File: src/rtl/reg_sequencer.sv
// reg_sequencer: walks a command ROM and issues register reads/writes
// to a serial bus master, forwarding read results downstream.
module reg_sequencer #(
    parameter int ADDR_WIDTH     = 8,
    parameter int TIMEOUT_CYCLES = 100000,
    parameter int LOOP_ENABLE    = 0,
    parameter int LOOP_ADDR      = 0
) (
    input  logic                  clk,
    input  logic                  reset,
    input  logic                  start,
    output logic [ADDR_WIDTH-1:0] reg_addr,
    input  logic [31:0]           read_data,
    output logic                  cmd_valid,
    input  logic                  cmd_ready,
    output logic                  cmd_rw,
    output logic [6:0]            cmd_dev_addr,
    output logic [7:0]            cmd_reg_addr,
    output logic [7:0]            cmd_wdata,
    input  logic                  rsp_valid,
    input  logic                  rsp_nack,
    input  logic [7:0]            rsp_rdata,
    output logic                  rd_valid,
    output logic [7:0]            rd_reg_addr,
    output logic [7:0]            rd_data,
    output logic                  busy,
    output logic                  done,
    output logic [3:0]            error_code
);

    localparam logic [2:0] S_IDLE   = 3'd0;
    localparam logic [2:0] S_FETCH  = 3'd1;
    localparam logic [2:0] S_DECODE = 3'd2;
    localparam logic [2:0] S_ISSUE  = 3'd3;
    localparam logic [2:0] S_WAIT   = 3'd4;
    localparam logic [2:0] S_NEXT   = 3'd5;
    localparam logic [2:0] S_ERROR  = 3'd6;

    localparam logic [7:0] OP_END = 8'h00;
    localparam logic [7:0] OP_RD  = 8'h01;
    localparam logic [7:0] OP_WR  = 8'h02;

    localparam logic [3:0] E_NONE  = 4'd0;
    localparam logic [3:0] E_BADOP = 4'd1;
    localparam logic [3:0] E_NACK  = 4'd2;
    localparam logic [3:0] E_TMO   = 4'd3;
    localparam logic [3:0] E_OVF   = 4'd4;

    localparam int TW = $clog2(TIMEOUT_CYCLES + 1);
    localparam logic [TW-1:0] TMO_LAST = TW'(TIMEOUT_CYCLES - 1);

    logic [2:0]            state_q, state_d;
    logic [ADDR_WIDTH-1:0] addr_q, addr_d;
    logic                  valid_q, valid_d;
    logic                  rw_q, rw_d;
    logic [6:0]            dev_q, dev_d;
    logic [7:0]            rega_q, rega_d;
    logic [7:0]            wdata_q, wdata_d;
    logic                  rdv_q, rdv_d;
    logic [7:0]            rdr_q, rdr_d;
    logic [7:0]            rdd_q, rdd_d;
    logic                  done_q, done_d;
    logic [3:0]            err_q, err_d;
    logic [TW-1:0]         tmo_q, tmo_d;

    logic [7:0] opcode;
    logic       unused_dev_msb;

    assign opcode         = read_data[31:24];
    assign unused_dev_msb = read_data[23];

    always_comb begin
        state_d = state_q;
        addr_d  = addr_q;
        valid_d = valid_q;
        rw_d    = rw_q;
        dev_d   = dev_q;
        rega_d  = rega_q;
        wdata_d = wdata_q;
        rdv_d   = 1'b0;
        rdr_d   = rdr_q;
        rdd_d   = rdd_q;
        done_d  = 1'b0;
        err_d   = err_q;
        tmo_d   = tmo_q;
        unique case (state_q)
            S_IDLE, S_ERROR: begin
                if (start) begin
                    addr_d  = '0;
                    err_d   = E_NONE;
                    state_d = S_FETCH;
                end
            end
            S_FETCH: state_d = S_DECODE;
            S_DECODE: begin
                if (opcode == OP_RD || opcode == OP_WR) begin
                    rw_d    = (opcode == OP_RD);
                    dev_d   = read_data[22:16];
                    rega_d  = read_data[15:8];
                    wdata_d = (opcode == OP_RD) ? 8'h00 : read_data[7:0];
                    valid_d = 1'b1;
                    state_d = S_ISSUE;
                end else if (opcode == OP_END) begin
                    done_d = 1'b1;
                    if (LOOP_ENABLE != 0) begin
                        addr_d  = ADDR_WIDTH'(LOOP_ADDR);
                        state_d = S_FETCH;
                    end else begin
                        state_d = S_IDLE;
                    end
                end else begin
                    err_d   = E_BADOP;
                    state_d = S_ERROR;
                end
            end
            S_ISSUE: begin
                if (cmd_ready) begin
                    valid_d = 1'b0;
                    tmo_d   = '0;
                    state_d = S_WAIT;
                end
            end
            S_WAIT: begin
                // A response in the same cycle as the limit still wins
                if (rsp_valid) begin
                    if (rsp_nack) begin
                        err_d   = E_NACK;
                        state_d = S_ERROR;
                    end else begin
                        if (rw_q) begin
                            rdv_d = 1'b1;
                            rdr_d = rega_q;
                            rdd_d = rsp_rdata;
                        end
                        state_d = S_NEXT;
                    end
                end else if (tmo_q == TMO_LAST) begin
                    err_d   = E_TMO;
                    state_d = S_ERROR;
                end else begin
                    tmo_d = tmo_q + TW'(1);
                end
            end
            S_NEXT: begin
                if (&addr_q) begin
                    err_d   = E_OVF;
                    state_d = S_ERROR;
                end else begin
                    addr_d  = addr_q + ADDR_WIDTH'(1);
                    state_d = S_FETCH;
                end
            end
            default: state_d = S_IDLE;
        endcase
    end

    always_ff @(posedge clk or posedge reset) begin
        if (reset) begin
            state_q <= S_IDLE;
            addr_q  <= '0;
            valid_q <= 1'b0;
            rw_q    <= 1'b0;
            dev_q   <= '0;
            rega_q  <= '0;
            wdata_q <= '0;
            rdv_q   <= 1'b0;
            rdr_q   <= '0;
            rdd_q   <= '0;
            done_q  <= 1'b0;
            err_q   <= E_NONE;
            tmo_q   <= '0;
        end else begin
            state_q <= state_d;
            addr_q  <= addr_d;
            valid_q <= valid_d;
            rw_q    <= rw_d;
            dev_q   <= dev_d;
            rega_q  <= rega_d;
            wdata_q <= wdata_d;
            rdv_q   <= rdv_d;
            rdr_q   <= rdr_d;
            rdd_q   <= rdd_d;
            done_q  <= done_d;
            err_q   <= err_d;
            tmo_q   <= tmo_d;
        end
    end

    assign reg_addr     = addr_q;
    assign cmd_valid    = valid_q;
    assign cmd_rw       = rw_q;
    assign cmd_dev_addr = dev_q;
    assign cmd_reg_addr = rega_q;
    assign cmd_wdata    = wdata_q;
    assign rd_valid     = rdv_q;
    assign rd_reg_addr  = rdr_q;
    assign rd_data      = rdd_q;
    assign done         = done_q;
    assign error_code   = err_q;
    assign busy         = (state_q != S_IDLE) && (state_q != S_ERROR);

endmodule

File: config.mk
export PLATFORM = sky130hd
export DESIGN_NAME = reg_sequencer
export DESIGN_NICKNAME = d
export VERILOG_FILES = /design/src/rtl/reg_sequencer.sv
export SDC_FILE = /design/constraint.sdc
export NUM_CORES = 1
export LEC_CHECK = 0
export CAP_MARGIN = 20
export CORE_ASPECT_RATIO = 0.9
export CORE_MARGIN = 2
export CORE_UTILIZATION = 40
export CTS_BUF_LIST = sky130_fd_sc_hd__clkbuf_16
export CTS_CLUSTER_DIAMETER = 50
export DETAILED_ROUTE_END_ITERATION = 6
export HOLD_SLACK_MARGIN = 0.05
export PLACE_DENSITY = 0.68
export SYNTH_ARGS = -nofsm -noshare
export SYNTH_HDL_FRONTEND = slang
export SYNTH_SLANG_ARGS = --single-unit
export TNS_END_PERCENT = 20
File: constraint.sdc
create_clock -name clk -period 3.7 [get_ports clk]
set_input_delay 0.925 -clock clk [delete_from_list [all_inputs] [get_ports clk]]
set_output_delay 0.925 -clock clk [all_outputs]
set_load 0.03 [all_outputs]
==> flow_summary.toml <==
[run_status]
outcome = "finished clean"

[power]
power.share.switching = 0.341
power_frac_clock = 0.297
p_leak_nw = 2.10
ir_worst_vdd_mv = 0.302
p_switching_w = 0.000991
power_density_nw_per_um2 = 598
combinationalPowerShare = 0.339
seqPwrFrac = 0.364
p_int_w = 0.00191

[global_route]
grt_pass1_wl_um = 13300
antenna_found_initial = 0
grt_pass1_vias = 2710
grt_start_max_net_pins = 50
grt_usage = 0.184
grt-ovfl-total = 0
grt_use_met2 = 0.286
met3_usage = 0.0831
grtUsageMet1 = 0.236
busiest_layer = "met2"

[routing]
detail-route-antenna-nets = 0
drt_iter0_drc = 118
wl_per_cell_um = 15.3
drc = 0
dr.pass1.iters = 4
viasPerCell = 5.22
drt_wl_total_um = 7950
vias = 2715

[worst_setup_path]
endpoint_kind = "output port"
cp.arrival_ns = 2.02
critPathRequiredTime_ns = 2.77
cp_slowest_cell = "clkdlybuf4s50_1"
path_cells = "nor2b_1, or3_1, clkdlybuf4s50_1"
cpPeakStageDelay_ns = 0.61
critPathKind = "reg2out"
worstPathMaxFanout = 9
startpoint_type = "flip-flop"

[synth]
synth.avg_cell_area_um2 = 11.7
synth_warnings = 0
ys_async_sr_fraction = 1.00
syn_nets = 342
syn-instance-count = 294
synthTopCellsByArea = "dfrtp_1, mux2_2, nor2_1"
synth-seq-cells = 74
ys_top_cells_by_count = "dfrtp_1, mux2_2, nor2_1"
synth.most_common_cell = "dfrtp_1"
synth_area_leader_cell = "dfrtp_1"
seq_area_frac_synth = 0.538
synth_ff_type = "dfrtp_1"
synth_edf_count = 0
synth_top_cell_area_share = 0.538
ys_types = 56
syn_area_um2 = 3440

[floorplanning]
io_pins = 102
die_area_um2 = 9360
core_um2 = 8450
start_util = 0.407
fp.dieH_um = 92.0
num_rows = 32
die_x_um = 102

[finish]
nets = 444
insertedDiodeCount = 0
post-route-util = 0.575
area_delta_synth_final_pct = 41.1
drive_gt1_frac = 0.157

[timing]
fin_tns_setup_ns = 0
clock.fmax_ghz = 0.339
worst_slew_pin_slew_ns = 0.586
setup_violations = 0
slew_headroom = 0.608
slew_violations = 0
hold_violations = 0
fin_crit_ns = 2.95
rsz0062_at_grt = "no"
fin_crit_sh = 0.797
worst_clock_skew_ns = 0.00418

[run]
cap_violations = 0

[cts]
cts_tree = "built"
cts_root_buffer = "clkbuf_16"
ctsLongestPathBuffers = 2
cts.sinks = 74
cts_resized = 0
clk_pin_slew_ns = 0.06
numCtsBuffers = 9
holdBufCountCts = 0
cts-htree-levels = 3
clk_latency_ns = 0.33
post_cts_buffers = 0

[place]
gp_congestion = 0.815
port-buffer-count = 99
dp_hpwl_um = 5550

[min_path]
hold_class = "reg2reg"
routing by layer:
| layer | part of all wire | vias up |
|---|---|---|
| li1 | - | 1299 |
| met1 | 0.44 | 1323 |
| met2 | 0.47 | 88 |
| met3 | 0.081 | 5 |
| met4 | 0.0058 | 0 |
| met5 | 0 | - |
cell families after synthesis:
group / synth area share
XOR/XNOR: 0.0305
AND/OR/NAND/NOR: 0.162
flip-flops: 0.538
multiplexers: 0.118
buffers and inverters: 0.0251
AO/OA/AOI/OAI: 0.118
adder cells (fa/ha/maj): 0.00727
other: 0.00109
critical path: cells and delay by family, from the launching register on:
family / cells / cell delay [ns]
buf+inv: 1 / 0.61
simple gates: 2 / 0.62
flops: 1 / 0.46
registers in the layout, indices dropped and copies added, names as in the netlist:
signal        cells
done              1
error_code        3
tmo_q            17
state_q           3
rd_valid          1
rd_data           8
reg_addr          8
cmd_dev_addr      7
cmd_reg_addr      8
cmd_rw            1
rd_reg_addr       8
cmd_valid         1
cmd_wdata         8
stage by stage:
step	cell area [µm²]	std cells	setup slack (ns)	hold WS, ns	power, W
after floorplan	3440	294	0.893	0.491	0.00169
after global placement	4560	504	0.781	0.467	0.00204
after detailed placement	4560	504	0.713	0.481	0.00206
after CTS	4860	520	0.742	0.501	0.00293
after global routing	4860	520	0.685	0.515	0.00306
final	4860	520	0.751	0.490	0.00290
final timing paths:
path                             from  slack [ns]  depth (start not counted)         endpoint
max                        state_q[2]        0.75                          3             busy
min                         cmd_valid        0.49                          2        cmd_valid
max reg2reg                 tmo_q[12]        1.40                          5    error_code[2]
min reg2reg                 cmd_valid        0.49                          2        cmd_valid
max in group asynchronous       reset        2.06                          3  cmd_dev_addr[5]
min in group asynchronous       reset        0.98                          2       rd_data[4]
layout make-up:
| type | instances | area, µm² |
|---|---|---|
| fill | 723 | 3590 |
| sequential | 74 | 1850 |
| multi-input combinational | 203 | 1500 |
| timing repair buffer | 104 | 1040 |
| clock buffer | 9 | 225 |
| tap | 119 | 149 |
| clock inverter | 7 | 71.3 |
| inverter | 4 | 15.0 |
layout by cell type (no fill, tap or decap), types with 5 or more instances in the layout:
cell type and n:
xnor2_1 6, mux2_2 32, o21ai_0 12, nand4_1 5, clkbuf_16 9, nand3_1 13, dfrtp_1 74, a21oi_1 10
or3_1 7, nor2_1 20, nand2_1 19, a22o_1 8, xor2_1 6, clkdlybuf4s50_1 99, nor4_1 6
power by group through the flow:
stage	Clock, W	Sequential, W	Combinational, W
6_report	0.000862	0.00106	0.000986
5_1_grt	0.000928	0.00108	0.00106
2_1_floorplan	0	0.00123	0.000461
3_3_place_gp	0	0.00106	0.000981
3_5_place_dp	0	0.00107	0.000990
4_1_cts	0.000885	0.00106	0.000992
Power figures use the tool's default switching activity.
